**config.mk**
```make
export PLATFORM = sky130hd
export DESIGN_NAME = sram_mem_controller
export DESIGN_NICKNAME = d
export VERILOG_FILES = /design/src/rtl/sram_mem_controller.sv
export SDC_FILE = /design/constraint.sdc
export NUM_CORES = 1
export LEC_CHECK = 0
export ABC_AREA = 1
export CAP_MARGIN = 5
export CORE_MARGIN = 2
export CORE_UTILIZATION = 42
export DETAILED_ROUTE_END_ITERATION = 8
export GPL_TIMING_DRIVEN = 0
export MAX_ROUTING_LAYER = met4
export PLACE_DENSITY = 0.75
export SLEW_MARGIN = 0
export SYNTH_ARGS = -nofsm -noshare
export SYNTH_HDL_FRONTEND = slang
export SYNTH_SLANG_ARGS = --single-unit
```
**constraint.sdc**
```tcl
create_clock -name clk -period 1.46 [get_ports clk]
set_clock_uncertainty 0.05 [all_clocks]
set_input_delay 0.219 -clock clk [delete_from_list [all_inputs] [get_ports clk]]
set_output_delay 0.219 -clock clk [all_outputs]
set_load 0.02 [all_outputs]
```
**src/rtl/sram_mem_controller.sv**
```systemverilog
// MEM-stage data-memory controller: 32-bit word accesses split into two
// 16-bit async SRAM phases. Optional macro: SRAM_ADDR_CHECK_EN (adds err).
module sram_mem_controller #(
  parameter int unsigned BASE_ADDR   = 1024,
  parameter int unsigned SRAM_AW     = 18,
  parameter int unsigned WAIT_CYCLES = 2
) (
  input  logic               clk,
  input  logic               rst,
  input  logic               mem_read,
  input  logic               mem_write,
  input  logic [31:0]        address,
  input  logic [31:0]        wdata,
  output logic [31:0]        rdata,
  output logic               ready,
  output logic [SRAM_AW-1:0] sram_addr,
  output logic [15:0]        sram_dq_out,
  input  logic [15:0]        sram_dq_in,
  output logic               sram_dq_oe,
  output logic               sram_we_n,
`ifdef SRAM_ADDR_CHECK_EN
  output logic               sram_ce_n,
  output logic               err
`else
  output logic               sram_ce_n
`endif
);

  typedef enum logic [1:0] {
    S_IDLE,
    S_LOW,
    S_HIGH,
    S_DONE
  } state_e;

  state_e             state_q, state_d;
  logic [3:0]         cnt_q, cnt_d;
  logic [SRAM_AW-1:0] base_q, base_d;
  logic [31:0]        wdata_q, wdata_d;
  logic               wr_q, wr_d;
  logic [15:0]        lo_q, lo_d;
  logic [31:0]        rdata_q, rdata_d;
  logic               bad_q, bad_d;

  logic        req;
  logic        last;
  logic        in_phase;
  logic        chk_ok;
  logic [31:0] diff;
  logic        unused_diff;

  assign req  = mem_read | mem_write;
  assign last = (cnt_q == 4'(WAIT_CYCLES - 1));
  assign diff = address - BASE_ADDR;
  assign unused_diff = ^{diff[31:SRAM_AW+1], diff[1:0]};
  assign in_phase = (state_q == S_LOW) | (state_q == S_HIGH);
  assign chk_ok = ~bad_q;
  assign rdata = rdata_q;

  // State, phase counter and latched transaction registers
  always_ff @(posedge clk or negedge rst) begin
    if (!rst) begin
      state_q <= S_IDLE;
      cnt_q   <= '0;
      base_q  <= '0;
      wdata_q <= '0;
      wr_q    <= 1'b0;
      lo_q    <= '0;
      rdata_q <= '0;
      bad_q   <= 1'b0;
    end else begin
      state_q <= state_d;
      cnt_q   <= cnt_d;
      base_q  <= base_d;
      wdata_q <= wdata_d;
      wr_q    <= wr_d;
      lo_q    <= lo_d;
      rdata_q <= rdata_d;
      bad_q   <= bad_d;
    end
  end

  // Next state: each half-word phase lasts WAIT_CYCLES cycles
  always_comb begin
    state_d = state_q;
    cnt_d   = cnt_q;
    unique case (state_q)
      S_IDLE: begin
        cnt_d = '0;
        if (req) state_d = S_LOW;
      end
      S_LOW: begin
        if (last) begin
          state_d = S_HIGH;
          cnt_d   = '0;
        end else begin
          cnt_d = cnt_q + 4'd1;
        end
      end
      S_HIGH: begin
        if (last) begin
          state_d = S_DONE;
          cnt_d   = '0;
        end else begin
          cnt_d = cnt_q + 4'd1;
        end
      end
      S_DONE: begin
        state_d = S_IDLE;
        cnt_d   = '0;
      end
      default: begin
        state_d = S_IDLE;
        cnt_d   = '0;
      end
    endcase
  end

  // Request capture in IDLE and read-data assembly at phase ends
  always_comb begin
    base_d  = base_q;
    wdata_d = wdata_q;
    wr_d    = wr_q;
    lo_d    = lo_q;
    rdata_d = rdata_q;
    bad_d   = bad_q;
    if (state_q == S_IDLE && req) begin
      base_d  = {diff[SRAM_AW:2], 1'b0};
      wdata_d = wdata;
      wr_d    = mem_write & ~mem_read;
`ifdef SRAM_ADDR_CHECK_EN
      bad_d   = (address < BASE_ADDR) | (address[1:0] != 2'b00);
`else
      bad_d   = 1'b0;
`endif
    end
    if (state_q == S_LOW && last && !wr_q) begin
      lo_d = sram_dq_in;
    end
    if (state_q == S_HIGH && last) begin
      if (bad_q) begin
        rdata_d = 32'hDEAD_BEEF;
      end else if (!wr_q) begin
        rdata_d = {sram_dq_in, lo_q};
      end
    end
  end

  // SRAM strobes, bus and handshake outputs
  always_comb begin
    sram_addr   = '0;
    sram_dq_out = '0;
    sram_dq_oe  = 1'b0;
    sram_we_n   = 1'b1;
    sram_ce_n   = 1'b1;
    ready       = (state_q == S_DONE) | ((state_q == S_IDLE) & ~req);
    if (in_phase && chk_ok) begin
      sram_ce_n = 1'b0;
      sram_addr = (state_q == S_HIGH) ? (base_q | SRAM_AW'(1)) : base_q;
      if (wr_q) begin
        sram_dq_oe  = 1'b1;
        sram_dq_out = (state_q == S_HIGH) ? wdata_q[31:16] : wdata_q[15:0];
        sram_we_n   = last & (WAIT_CYCLES != 1);
      end
    end
  end

`ifdef SRAM_ADDR_CHECK_EN
  assign err = (state_q == S_DONE) & bad_q;
`endif

endmodule
```
[Word-level counts from Yosys, hierarchy flattened]
Index checks and enable logic that the tools add are counted.
Storage, ports and cells
  bits in registers: 104
  bits of input ports: 84
  output and inout bits: 70
  word-level logic and storage cells: 51
Operators by class
  add/subtract/negate cells: 2
  eq/ne operators: 7
  multiplexer cells: 17
  bitwise logic cells: 8
  reductions and logical operators: 10
Operator list (number)
  2-to-1 mux 16 bit: 3
  2-to-1 mux 32 bit: 1
  subtractor 19 x 11 -> 19 bit, second input constant: 1
  2-to-1 mux 18 bit: 1
  case mux 2 bit (4 select lines): 1
  case mux 4 bit (2 select lines): 1
  2-to-1 mux 1 bit: 6
  2-to-1 mux 2 bit: 3
  != test 2 bit, second input constant: 3
  adder 4 x 1 -> 4 bit, second input constant: 1
  equality test 2 bit, second input constant: 2
  equality test 4 x 1 -> 1 bit, second input constant: 1
  logical AND 1 bit: 4
  2-to-1 mux 4 bit: 1
  OR reduction 2 bit: 2
  inverter 1 bit: 3
  bitwise OR 1 bit: 3
  AND reduction 3 bit: 1
  bitwise AND 1 bit: 2
  equality test 2 x 1 -> 1 bit, second input constant: 1
  zero test 2 bit: 1
  AND reduction 2 bit: 1
  zero test 1 bit: 1

[Longest topological paths before layout]
Gate-level depths: netlist (run 1).
  word-level depth: 4
  depth in mapped cells: 8
  mapped depth without buffers: 8

[Least setup slack after synthesis (run 1)]
OpenSTA, ideal clock, no wires.
  path type: reg-to-output
  start: reg state_q[0]
  end: out sram_dq_out[14]
  arrival: 1773 ps
  data required time: 1191 ps
  slack: -582 ps
  stages on the path, launching flop included: 7
  path buffers: 2
  cells stage by stage: dfrtp_1 -> inv_1 -> ha_1 -> buf_4 -> buf_4 -> nor2_1 -> a211oi_1
Between the ends
  cells in the longest elaborated chain, start to end: 4
  elaborated cells between the ends (all ways): 6
  classes of those cells: eq/ne: 2; mux: 3; bitwise: 1
Ends and longest elaborated chain
  start: declaration: line 36  | state_e state_q, state_d;
  start signal: assignment: line 72  | state_q <= state_d;
  equality test 2 bit: line 56, 162
  2-to-1 mux 16 bit: line 162  | sram_dq_out = (state_q == S_HIGH) ? wdata_q[31:16] : wdata_q[15:0];
  2-to-1 mux 16 bit: line 160  | if (wr_q) begin
  2-to-1 mux 16 bit *: line 157  | if (in_phase && chk_ok) begin
  end: declaration: line 17  | output logic [15:0] sram_dq_out,
Mark *: on every way between the ends. The rest lies on a longest branch, timed or not.

[Worst setup path after layout (run 1)]
  start: reg state_q[1]
  end: out sram_dq_out[7]
Same word-level chain as after synthesis.

==> flow_summary.json, run 1 <==
{
  "outcome": "complete, but fails checks",
  "violations": "setup timing",
  "initial_utilization_pct": 43.5,
  "number_of_nets_at_the_end_of_the_flow": 849,
  "ys_ff_latch": 104,
  "total_via_count_after_detailed_routing": 4502,
  "die_w_um": 111,
  "report.final.setup_viol": 75,
  "switching_share_pct": 42.7,
  "synth_area_per_cell_um2": 8.60,
  "cts-htree-levels": 3,
  "worst_ir_drop_vdd_mv": 1.65,
  "clkLatencyLatePin_ns": 0.34,
  "timing.final.crit_share_pct": 141,
  "global_route_wire_length_before_repair_mm": 22.3,
  "dr.pass1.iters": 4,
  "via_per_inst": 4.99,
  "postLayoutSetupSlackWorst_ns": -0.593,
  "max-slew-margin-rel_pct": 62.2,
  "reg2reg_setup_slack_ns": -0.50,
  "max_freq_mhz": 487,
  "switchingPower_mw": 8.77,
  "layout.cells.most_common": "sky130_fd_sc_hd__nand2_1",
  "cellPowerDensity_nw_per_um2": 2480,
  "clockBufferDepth": 2,
  "critical_path.reg2reg.startpoint": "state_q[0]$_DFFE_PN0P_",
  "post_synth_instance_area_um2": 4770,
  "post_route_wl_mm": 15.5,
  "fillerInstances": 673,
  "cts_tree": "done",
  "max-cap-violations": 0,
  "timing.final.crit_period_ns": 2.05,
  "ctsRootBufferMaster": "sky130_fd_sc_hd__clkbuf_16",
  "power_report.internal_total_mw": 11.8,
  "drc": 0,
  "diodes": 0,
  "dr_wl_cell_um": 17.2,
  "grt_antenna_before_repair": 0,
  "boundaryPins": 154,
  "register_area_um2": 2600,
  "yosys_warnings": 0,
  "overflow": 0,
  "hold_path.class": "in2async",
  "dp_worst_setup_slack_ns": -0.857,
  "worstMarginPinSlew_ns": 0.567,
  "critPathRequiredTime_ns": 1.19,
  "power.sequential.fraction_pct": 25.9,
  "synth_cells": 555,
  "worstSetupPathType": "reg2out",
  "number_of_global_route_vias_before_repair": 4572,
  "worst_r2r_path_depth": 12,
  "place.gp.congestion": 0.926,
  "leakage_nw": 4.13,
  "worst_setup_path_start_kind": "register",
  "postRouteAntennaNets": 0,
  "worst_ep_arrival_time_ns": 1.78,
  "clkSlewWorstSetupHoldPaths_ns": 0.07,
  "rows": 38,
  "dieArea_um2": 12200,
  "power_frac_clock_pct": 11.9,
  "final_layout_size_suffix_gt1_share_pct": 40.3,
  "tritoncts.num_buffers": 9,
  "placement.io_buffers": 138,
  "post-route-cell-area_um2": 8300,
  "synthDistinctLibCells": 25,
  "area.growth.synth_to_final_pct": 73.9,
  "fin_setup_tns_ns": -31.75,
  "postSynthNetCount": 647,
  "clock-sinks": 104,
  "final-hold-violation-count": 0,
  "rr_endpoint": "rdata[30]$_DFFE_PN0P_",
  "multi_input_comb_area_um2": 2290,
  "detailed_place_hpwl_mm": 8.94,
  "comb_power_share_pct": 62.2,
  "first_iter_violations": 218,
  "end_kind": "output pin",
  "grt_start_max_net_pins": 65,
  "die-height_um": 111,
  "critical_path_peak_fanout": 8,
  "timing.hold.ws_ns": 0.357,
  "layout.cells.most_common_list": "123 x sky130_fd_sc_hd__nand2_1, 103 x sky130_fd_sc_hd__dfrtp_1, 67 x sky130_fd_sc_hd__clkdlybuf4s50_1",
  "synth-seq-area-share_pct": 54.5,
  "grt_setup_unrepaired": "yes",
  "slew_viol_final": 0,
  "design.core.area_um2": 11000,
  "post_dp_cell_area_um2": 6540,
  "groute.usage.overall_pct": 23.2
}
-- final cells by class --
cell class | count | area share (%)
plain buffers | 24 | 4.43
clock buffers | 10 | 2.76
clock inverters | 6 | 0.829
inverters | 87 | 4.25
multi-input cells | 339 | 27.6
flip-flops and latches | 104 | 31.4
well taps | 140 | 2.11
repair buffers | 192 | 26.6
-- metal layers --
metal | global-route usage (%) | part of all wire [%]
met5 | - | 0
met4 | 9.08 | 2.3
met3 | 4.34 | 5.5
met2 | 40.2 | 54
met1 | 26.8 | 38
-- per-stage QoR --
step                instances  power, mW  util, %
floorplan                 555       10.2        -
global placement          833       13.4     59.3
detailed placement        834       13.7     59.6
CTS                       879       17.3     67.7
global route              902       21.6     75.6
finish                    902       20.5     75.6
-- worst max-delay path by stage --
stage,start,end,slack [ns],cells past startpoint
after floorplan,state_q[0]$_DFFE_PN0P_,sram_dq_out[14],-0.16,6
after global routing,state_q[1]$_DFFE_PN0P_,sram_dq_out[6],-0.64,8
after global placement,rst,wdata_q[21]$_DFFE_PN0P_,-3.70,1
final,state_q[1]$_DFFE_PN0P_,sram_dq_out[7],-0.59,8
after detailed placement,state_q[1]$_DFFE_PN0P_,sram_addr[10],-0.86,6
after CTS,state_q[1]$_DFFE_PN0P_,sram_dq_out[13],-0.57,8
-- flip-flops by register name, indices dropped and copies added, names as in the netlist --
signal	count
state_q	2
wdata_q	32
lo_q	16
base_q	17
wr_q	1
cnt_q	4
rdata	32
-- cells in the mapped netlist --
master	n	share of area, %
sky130_fd_sc_hd__nand2_2	1	0.13
sky130_fd_sc_hd__a21oi_1	17	1.8
sky130_fd_sc_hd__nand3_4	1	0.37
sky130_fd_sc_hd__ha_1	8	2.1
sky130_fd_sc_hd__o21ai_1	10	1.0
sky130_fd_sc_hd__buf_4	4	0.63
sky130_fd_sc_hd__clkbuf_1	3	0.24
sky130_fd_sc_hd__buf_6	6	1.4
sky130_fd_sc_hd__o21bai_1	1	0.16
sky130_fd_sc_hd__buf_2	12	1.3
sky130_fd_sc_hd__xor2_1	1	0.18
sky130_fd_sc_hd__nand3_1	9	0.94
sky130_fd_sc_hd__inv_1	86	6.8
sky130_fd_sc_hd__nor2_1	18	1.4
sky130_fd_sc_hd__a31oi_1	2	0.26
sky130_fd_sc_hd__nand3_2	1	0.21
sky130_fd_sc_hd__inv_2	1	0.079
sky130_fd_sc_hd__xnor2_1	1	0.18
sky130_fd_sc_hd__nor2_2	1	0.13
sky130_fd_sc_hd__or2_2	1	0.13
sky130_fd_sc_hd__o21ai_2	38	7.0
sky130_fd_sc_hd__nand2_1	190	15
sky130_fd_sc_hd__dfrtp_1	104	55
sky130_fd_sc_hd__o21ai_0	38	4.0
sky130_fd_sc_hd__a211oi_1	1	0.16
-- critical path: stages (launching register included) --
cell and delay, ns:
sky130_fd_sc_hd__dfrtp_2 0.42, sky130_fd_sc_hd__inv_2 0.07, sky130_fd_sc_hd__ha_4 0.29, sky130_fd_sc_hd__nand2_4 0.09, sky130_fd_sc_hd__clkinv_8 0.09, sky130_fd_sc_hd__buf_16 0.14
sky130_fd_sc_hd__o21ai_4 0.06, sky130_fd_sc_hd__a21oi_2 0.11, sky130_fd_sc_hd__buf_4 0.17
-- cell families (layout without fill, tap and decap cells) --
logic type,after synthesis,after routing,share of synthesized area [%]
DFF,104,104,54.5
xor gates and xnor gates,2,2,0.367
AOI/OAI and AO/OA,107,107,14.4
buffers and inverters,112,319,10.4
adders and majority gates,8,8,2.10
and+or+nand+nor,222,222,18.3
-- power by group through the flow --
stage	Clock [mW]	Combinational, mW	Sequential [mW]
2_1_floorplan	0	4.81	5.44
3_3_place_gp	0	8.41	5.01
3_5_place_dp	0	8.61	5.06
4_1_cts	2.44	9.73	5.12
5_1_grt	2.56	13.6	5.44
6_report	2.44	12.8	5.32
-- timing repair --
item	4_1_cts	5_1_grt
buffers inserted	22	14
gates cloned	7	10
resized for setup	315	206
hold buffers	1	0
hold endpoints to repair	40	0
pin swaps	4	12
setup endpoints to repair	135	133
Power figures use the tool's default switching activity.
==> run 2: changes to the inputs <==
SKIP_CTS_REPAIR_TIMING = 1   (was default)
SKIP_LAST_GASP = 1   (was default)
==> flow_summary.json, run 2 (synthesized netlist as in run 1, its figures left out) <==
{
  "overflow": 0,
  "dieArea_um2": 12200,
  "grt_antenna_before_repair": 0,
  "final_layout_size_suffix_gt1_share_pct": 33.1,
  "leakage_nw": 4.17,
  "grt_setup_unrepaired": "yes",
  "hold_path.class": "in2reg",
  "postRouteAntennaNets": 0,
  "max-slew-margin-rel_pct": 62.9,
  "place.gp.congestion": 0.926,
  "drc": 0,
  "switching_share_pct": 43.2,
  "dp_worst_setup_slack_ns": -0.857,
  "tritoncts.num_buffers": 9,
  "power_report.internal_total_mw": 10.2,
  "worstSetupPathType": "reg2out",
  "power.sequential.fraction_pct": 28.5,
  "area.growth.synth_to_final_pct": 59.5,
  "rows": 38,
  "post_route_wl_mm": 13.8,
  "fillerInstances": 807,
  "comb_power_share_pct": 58.0,
  "switchingPower_mw": 7.75,
  "boundaryPins": 154,
  "ctsRootBufferMaster": "sky130_fd_sc_hd__clkbuf_16",
  "layout.cells.most_common_list": "140 x sky130_fd_sc_hd__nand2_1, 103 x sky130_fd_sc_hd__dfrtp_1, 81 x sky130_fd_sc_hd__inv_1",
  "cts_tree": "done",
  "via_per_inst": 4.98,
  "detailed_place_hpwl_mm": 8.94,
  "first_iter_violations": 306,
  "min_delay_path_depth": 3,
  "number_of_global_route_vias_before_repair": 4137,
  "worst_ir_drop_vdd_mv": 1.25,
  "max-cap-violations": 0,
  "initial_utilization_pct": 43.5,
  "timing.final.crit_period_ns": 2.06,
  "cellPowerDensity_nw_per_um2": 2360,
  "global_route_wire_length_before_repair_mm": 19.7,
  "clkLatencyLatePin_ns": 0.34,
  "power_frac_clock_pct": 13.5,
  "die-height_um": 111,
  "report.final.setup_viol": 122,
  "clockBufferDepth": 2,
  "worst_r2r_path_depth": 7,
  "final-hold-violation-count": 0,
  "worst_setup_path_start_kind": "register",
  "end_kind": "output pin",
  "total_via_count_after_detailed_routing": 4411,
  "clock-sinks": 104,
  "dr.pass1.iters": 5,
  "outcome": "complete, but fails checks",
  "cts-htree-levels": 3,
  "diodes": 0,
  "die_w_um": 111,
  "grt_start_max_net_pins": 65,
  "groute.usage.overall_pct": 20.3,
  "report.power.total_mw": 17.9,
  "layout.cells.most_common": "sky130_fd_sc_hd__nand2_1",
  "design.core.area_um2": 11000,
  "clkSlewWorstSetupHoldPaths_ns": 0.07,
  "worst_ep_arrival_time_ns": 1.80,
  "max_freq_mhz": 484,
  "timing.final.crit_share_pct": 141,
  "critical_path_peak_fanout": 8,
  "violations": "setup timing",
  "worstMarginPinSlew_ns": 0.556,
  "slew_viol_final": 0,
  "critPathRequiredTime_ns": 1.19,
  "placement.io_buffers": 138,
  "number_of_nets_at_the_end_of_the_flow": 833,
  "dr_wl_cell_um": 15.5,
  "postLayoutSetupSlackWorst_ns": -0.604
}
## run 2: layout make-up
| cell class | instances | area [µm²] | area share, % |
|---|---|---|---|
| repair inverters | 1 | 7.51 | 0.0986 |
| clock inverters | 6 | 68.8 | 0.904 |
| well taps | 140 | 175 | 2.30 |
| plain buffers | 25 | 295 | 3.88 |
| inverters | 87 | 347 | 4.55 |
| multi-input cells | 340 | 2100 | 27.5 |
| flip-flops and latches | 104 | 2600 | 34.2 |
| repair buffers | 173 | 1790 | 23.5 |
| clock buffers | 10 | 229 | 3.01 |
## run 2: power groups by stage
stage | clock network (mW) | logic [mW] | registers (mW)
6_report | 2.43 | 10.4 | 5.12
3_3_place_gp | 0 | 8.41 | 5.01
4_1_cts | 2.44 | 8.65 | 5.03
2_1_floorplan | 0 | 4.81 | 5.44
3_5_place_dp | 0 | 8.61 | 5.06
5_1_grt | 2.56 | 11.2 | 5.26
## run 2: metrics by stage
stage          area (µm²)  instances  utilization [%]  hold WS [ns]  setup TNS, ns
2_1_floorplan        4960        555                -        -0.127          -2.52
3_3_place_gp         6520        833             59.3         0.401        -415.05
3_5_place_dp         6540        834             59.6         0.193         -31.64
4_1_cts              6840        850             62.3        -0.171         -48.57
5_1_grt              7610        886             69.3         0.367         -29.59
6_report             7610        886             69.3         0.354         -21.81
## run 2: final timing paths
kind	start	endpoint	slack [ns]
worst max-delay path	state_q[1]$_DFFE_PN0P_	sram_dq_out[10]	-0.60
worst min-delay path	wdata[0]	wdata_q[0]$_DFFE_PN0P_	0.35
worst max register to register	state_q[0]$_DFFE_PN0P_	rdata[30]$_DFFE_PN0P_	-0.11
worst min register to register	rdata[20]$_DFFE_PN0P_	rdata[20]$_DFFE_PN0P_	0.43
max in group asynchronous	rst	base_q[16]$_DFFE_PN0P_	0.30
min in group asynchronous	rst	rdata[2]$_DFFE_PN0P_	0.36
## run 2: routing by layer
layer  part of all wire [%]  vias up  track usage (%)
met5                      0        -                -
met4                    2.0        0             6.67
met3                    6.7       28             4.39
met2                     52      193             33.8
met1                     40     2107             24.6
li1                       -     2083                -
## run 2: critical path: stages (launching register included)
cell	delay, ns
sky130_fd_sc_hd__dfrtp_2	0.43
sky130_fd_sc_hd__inv_4	0.06
sky130_fd_sc_hd__ha_4	0.29
sky130_fd_sc_hd__nand2_4	0.08
sky130_fd_sc_hd__inv_8	0.09
sky130_fd_sc_hd__clkbuf_16	0.15
sky130_fd_sc_hd__o21ai_4	0.06
sky130_fd_sc_hd__a21oi_4	0.10
sky130_fd_sc_hd__clkbuf_4	0.19
==> run 3: changes to the inputs <==
CORE_MARGIN = 4   (was 2)
==> flow_summary.json, run 3 (synthesized netlist as in run 1, its figures left out) <==
{
  "slew_viol_final": 0,
  "clkLatencyLatePin_ns": 0.34,
  "grt_start_max_net_pins": 67,
  "cts-htree-levels": 3,
  "fin_setup_tns_ns": -26.75,
  "crit_path_start": "state_q[0]$_DFFE_PN0P_",
  "placement.io_buffers": 138,
  "ctsRootBufferMaster": "sky130_fd_sc_hd__clkbuf_16",
  "design.core.area_um2": 11000,
  "dieArea_um2": 13100,
  "final_core_utilization_pct": 71.2,
  "critical_path_peak_fanout": 8,
  "worst_r2r_path_depth": 8,
  "overflow": 0,
  "dr.pass1.iters": 4,
  "die_w_um": 115,
  "layout.cells.most_common": "sky130_fd_sc_hd__nand2_1",
  "clock-sinks": 104,
  "placed_cells": 834,
  "timing.final.crit_share_pct": 142,
  "critical_path.reg2reg.startpoint": "state_q[0]$_DFFE_PN0P_",
  "postLayoutSetupSlackWorst_ns": -0.607,
  "layout.cells.most_common_list": "142 x sky130_fd_sc_hd__nand2_1, 102 x sky130_fd_sc_hd__dfrtp_1, 80 x sky130_fd_sc_hd__inv_1",
  "rr_endpoint": "wdata_q[26]$_DFFE_PN0P_",
  "detailed_place_hpwl_mm": 9.28,
  "rows": 38,
  "leakage_nw": 4.32,
  "clockBufferDepth": 2,
  "area.growth.synth_to_final_pct": 63.9,
  "worst_setup_path_start_kind": "register",
  "drc": 0,
  "cp_slowest_cell": "sky130_fd_sc_hd__dfrtp_1",
  "via_per_inst": 4.87,
  "report.final.setup_viol": 120,
  "global_route_wire_length_before_repair_mm": 20.3,
  "cts_tree": "done",
  "clkSlewWorstSetupHoldPaths_ns": 0.07,
  "post_route_wl_mm": 14.3,
  "grt_antenna_before_repair": 0,
  "post_dp_cell_area_um2": 6540,
  "number_of_nets_at_the_end_of_the_flow": 839,
  "max_freq_mhz": 484,
  "finish.cell_count_without_fillers": 891,
  "groute.usage.overall_pct": 19.8,
  "diodes": 0,
  "total_via_count_after_detailed_routing": 4336,
  "dr_wl_cell_um": 16.0,
  "crit_path_cell_trace": "inv_2, ha_4, nand2_8, clkinv_8, clkbuf_16, o21ai_4, a21oi_4, buf_6",
  "max-slew-margin-rel_pct": 64.7,
  "end_kind": "output pin",
  "worstSetupPathType": "reg2out",
  "critical_path_capture_point": "sram_dq_out[10]",
  "hold_path.class": "in2async",
  "dp_worst_setup_slack_ns": -0.811,
  "outcome": "complete, but fails checks",
  "boundaryPins": 154,
  "grt_setup_unrepaired": "yes",
  "worst_ep_arrival_time_ns": 1.80,
  "worstMarginPinSlew_ns": 0.530,
  "timing.final.crit_period_ns": 2.07,
  "delay_of_the_slowest_cell_on_the_worst_path_ns": 0.41,
  "postRouteAntennaNets": 0,
  "final-hold-violation-count": 0,
  "number_of_global_route_vias_before_repair": 4234,
  "initial_utilization_pct": 43.5,
  "first_iter_violations": 232,
  "max-cap-violations": 0,
  "cellPowerDensity_nw_per_um2": 2370,
  "post-route-cell-area_um2": 7820,
  "final_layout_size_suffix_gt1_share_pct": 32.8,
  "reg2reg_setup_slack_ns": -0.18,
  "critPathRequiredTime_ns": 1.19,
  "place.gp.congestion": 0.879,
  "tritoncts.num_buffers": 9,
  "worst_ir_drop_vdd_mv": 1.19,
  "violations": "setup timing",
  "die-height_um": 115
}
-- run 3: how the worst min path moves through the flow --
stage / end / slack, ns
3_5_place_dp: rdata[20]$_DFFE_PN0P_ / 0.18
2_1_floorplan: base_q[10]$_DFFE_PN0P_ / -0.13
6_report: rdata[20]$_DFFE_PN0P_ / 0.37
3_3_place_gp: wdata_q[3]$_DFFE_PN0P_ / 0.40
4_1_cts: rdata[20]$_DFFE_PN0P_ / -0.19
5_1_grt: wdata_q[5]$_DFFE_PN0P_ / 0.37
-- run 3: critical path: cells and delay by family (launching register included) --
| family | cells | cell delay (ns) |
|---|---|---|
| buffers and inverters | 4 | 0.46 |
| DFF | 1 | 0.41 |
| adders and majority gates | 1 | 0.31 |
| AOI/OAI and AO/OA | 2 | 0.21 |
| and+or+nand+nor | 1 | 0.08 |
-- run 3: final cells by class --
cell class	count	area, µm²
Multi-Input combinational cell	340	2140
Inverter	87	352
Timing Repair Buffer	179	1920
Timing Repair inverter	1	7.51
Clock buffer	11	243
Fill cell	783	3160
Clock inverter	4	53.8
Tap cell	140	175
Sequential cell	104	2610
Buffer	25	325
-- run 3: metrics by stage --
step | hold WS (ns) | total power [mW]
finish | 0.366 | 18.5
floorplan | -0.127 | 10.2
detailed placement | 0.178 | 13.7
global route | 0.374 | 19.7
CTS | -0.187 | 16.2
global placement | 0.400 | 13.5
-- run 3: metal layers --
| layer | track usage (%) | vias up | part of all wire (%) |
|---|---|---|---|
| met5 | - | - | 0 |
| met4 | 5.38 | 0 | 1.4 |
| met3 | 3.12 | 19 | 6.1 |
| met2 | 32.7 | 136 | 51 |
| met1 | 25.4 | 2081 | 41 |
| li1 | - | 2100 | - |
-- run 3: power breakdown --
part | leakage [nW] | internal [mW] | switching, mW
Clock | 0.138 | 1.38 | 1.06
Sequential | 1.27 | 4.29 | 0.877
Combinational | 2.91 | 4.97 | 5.97
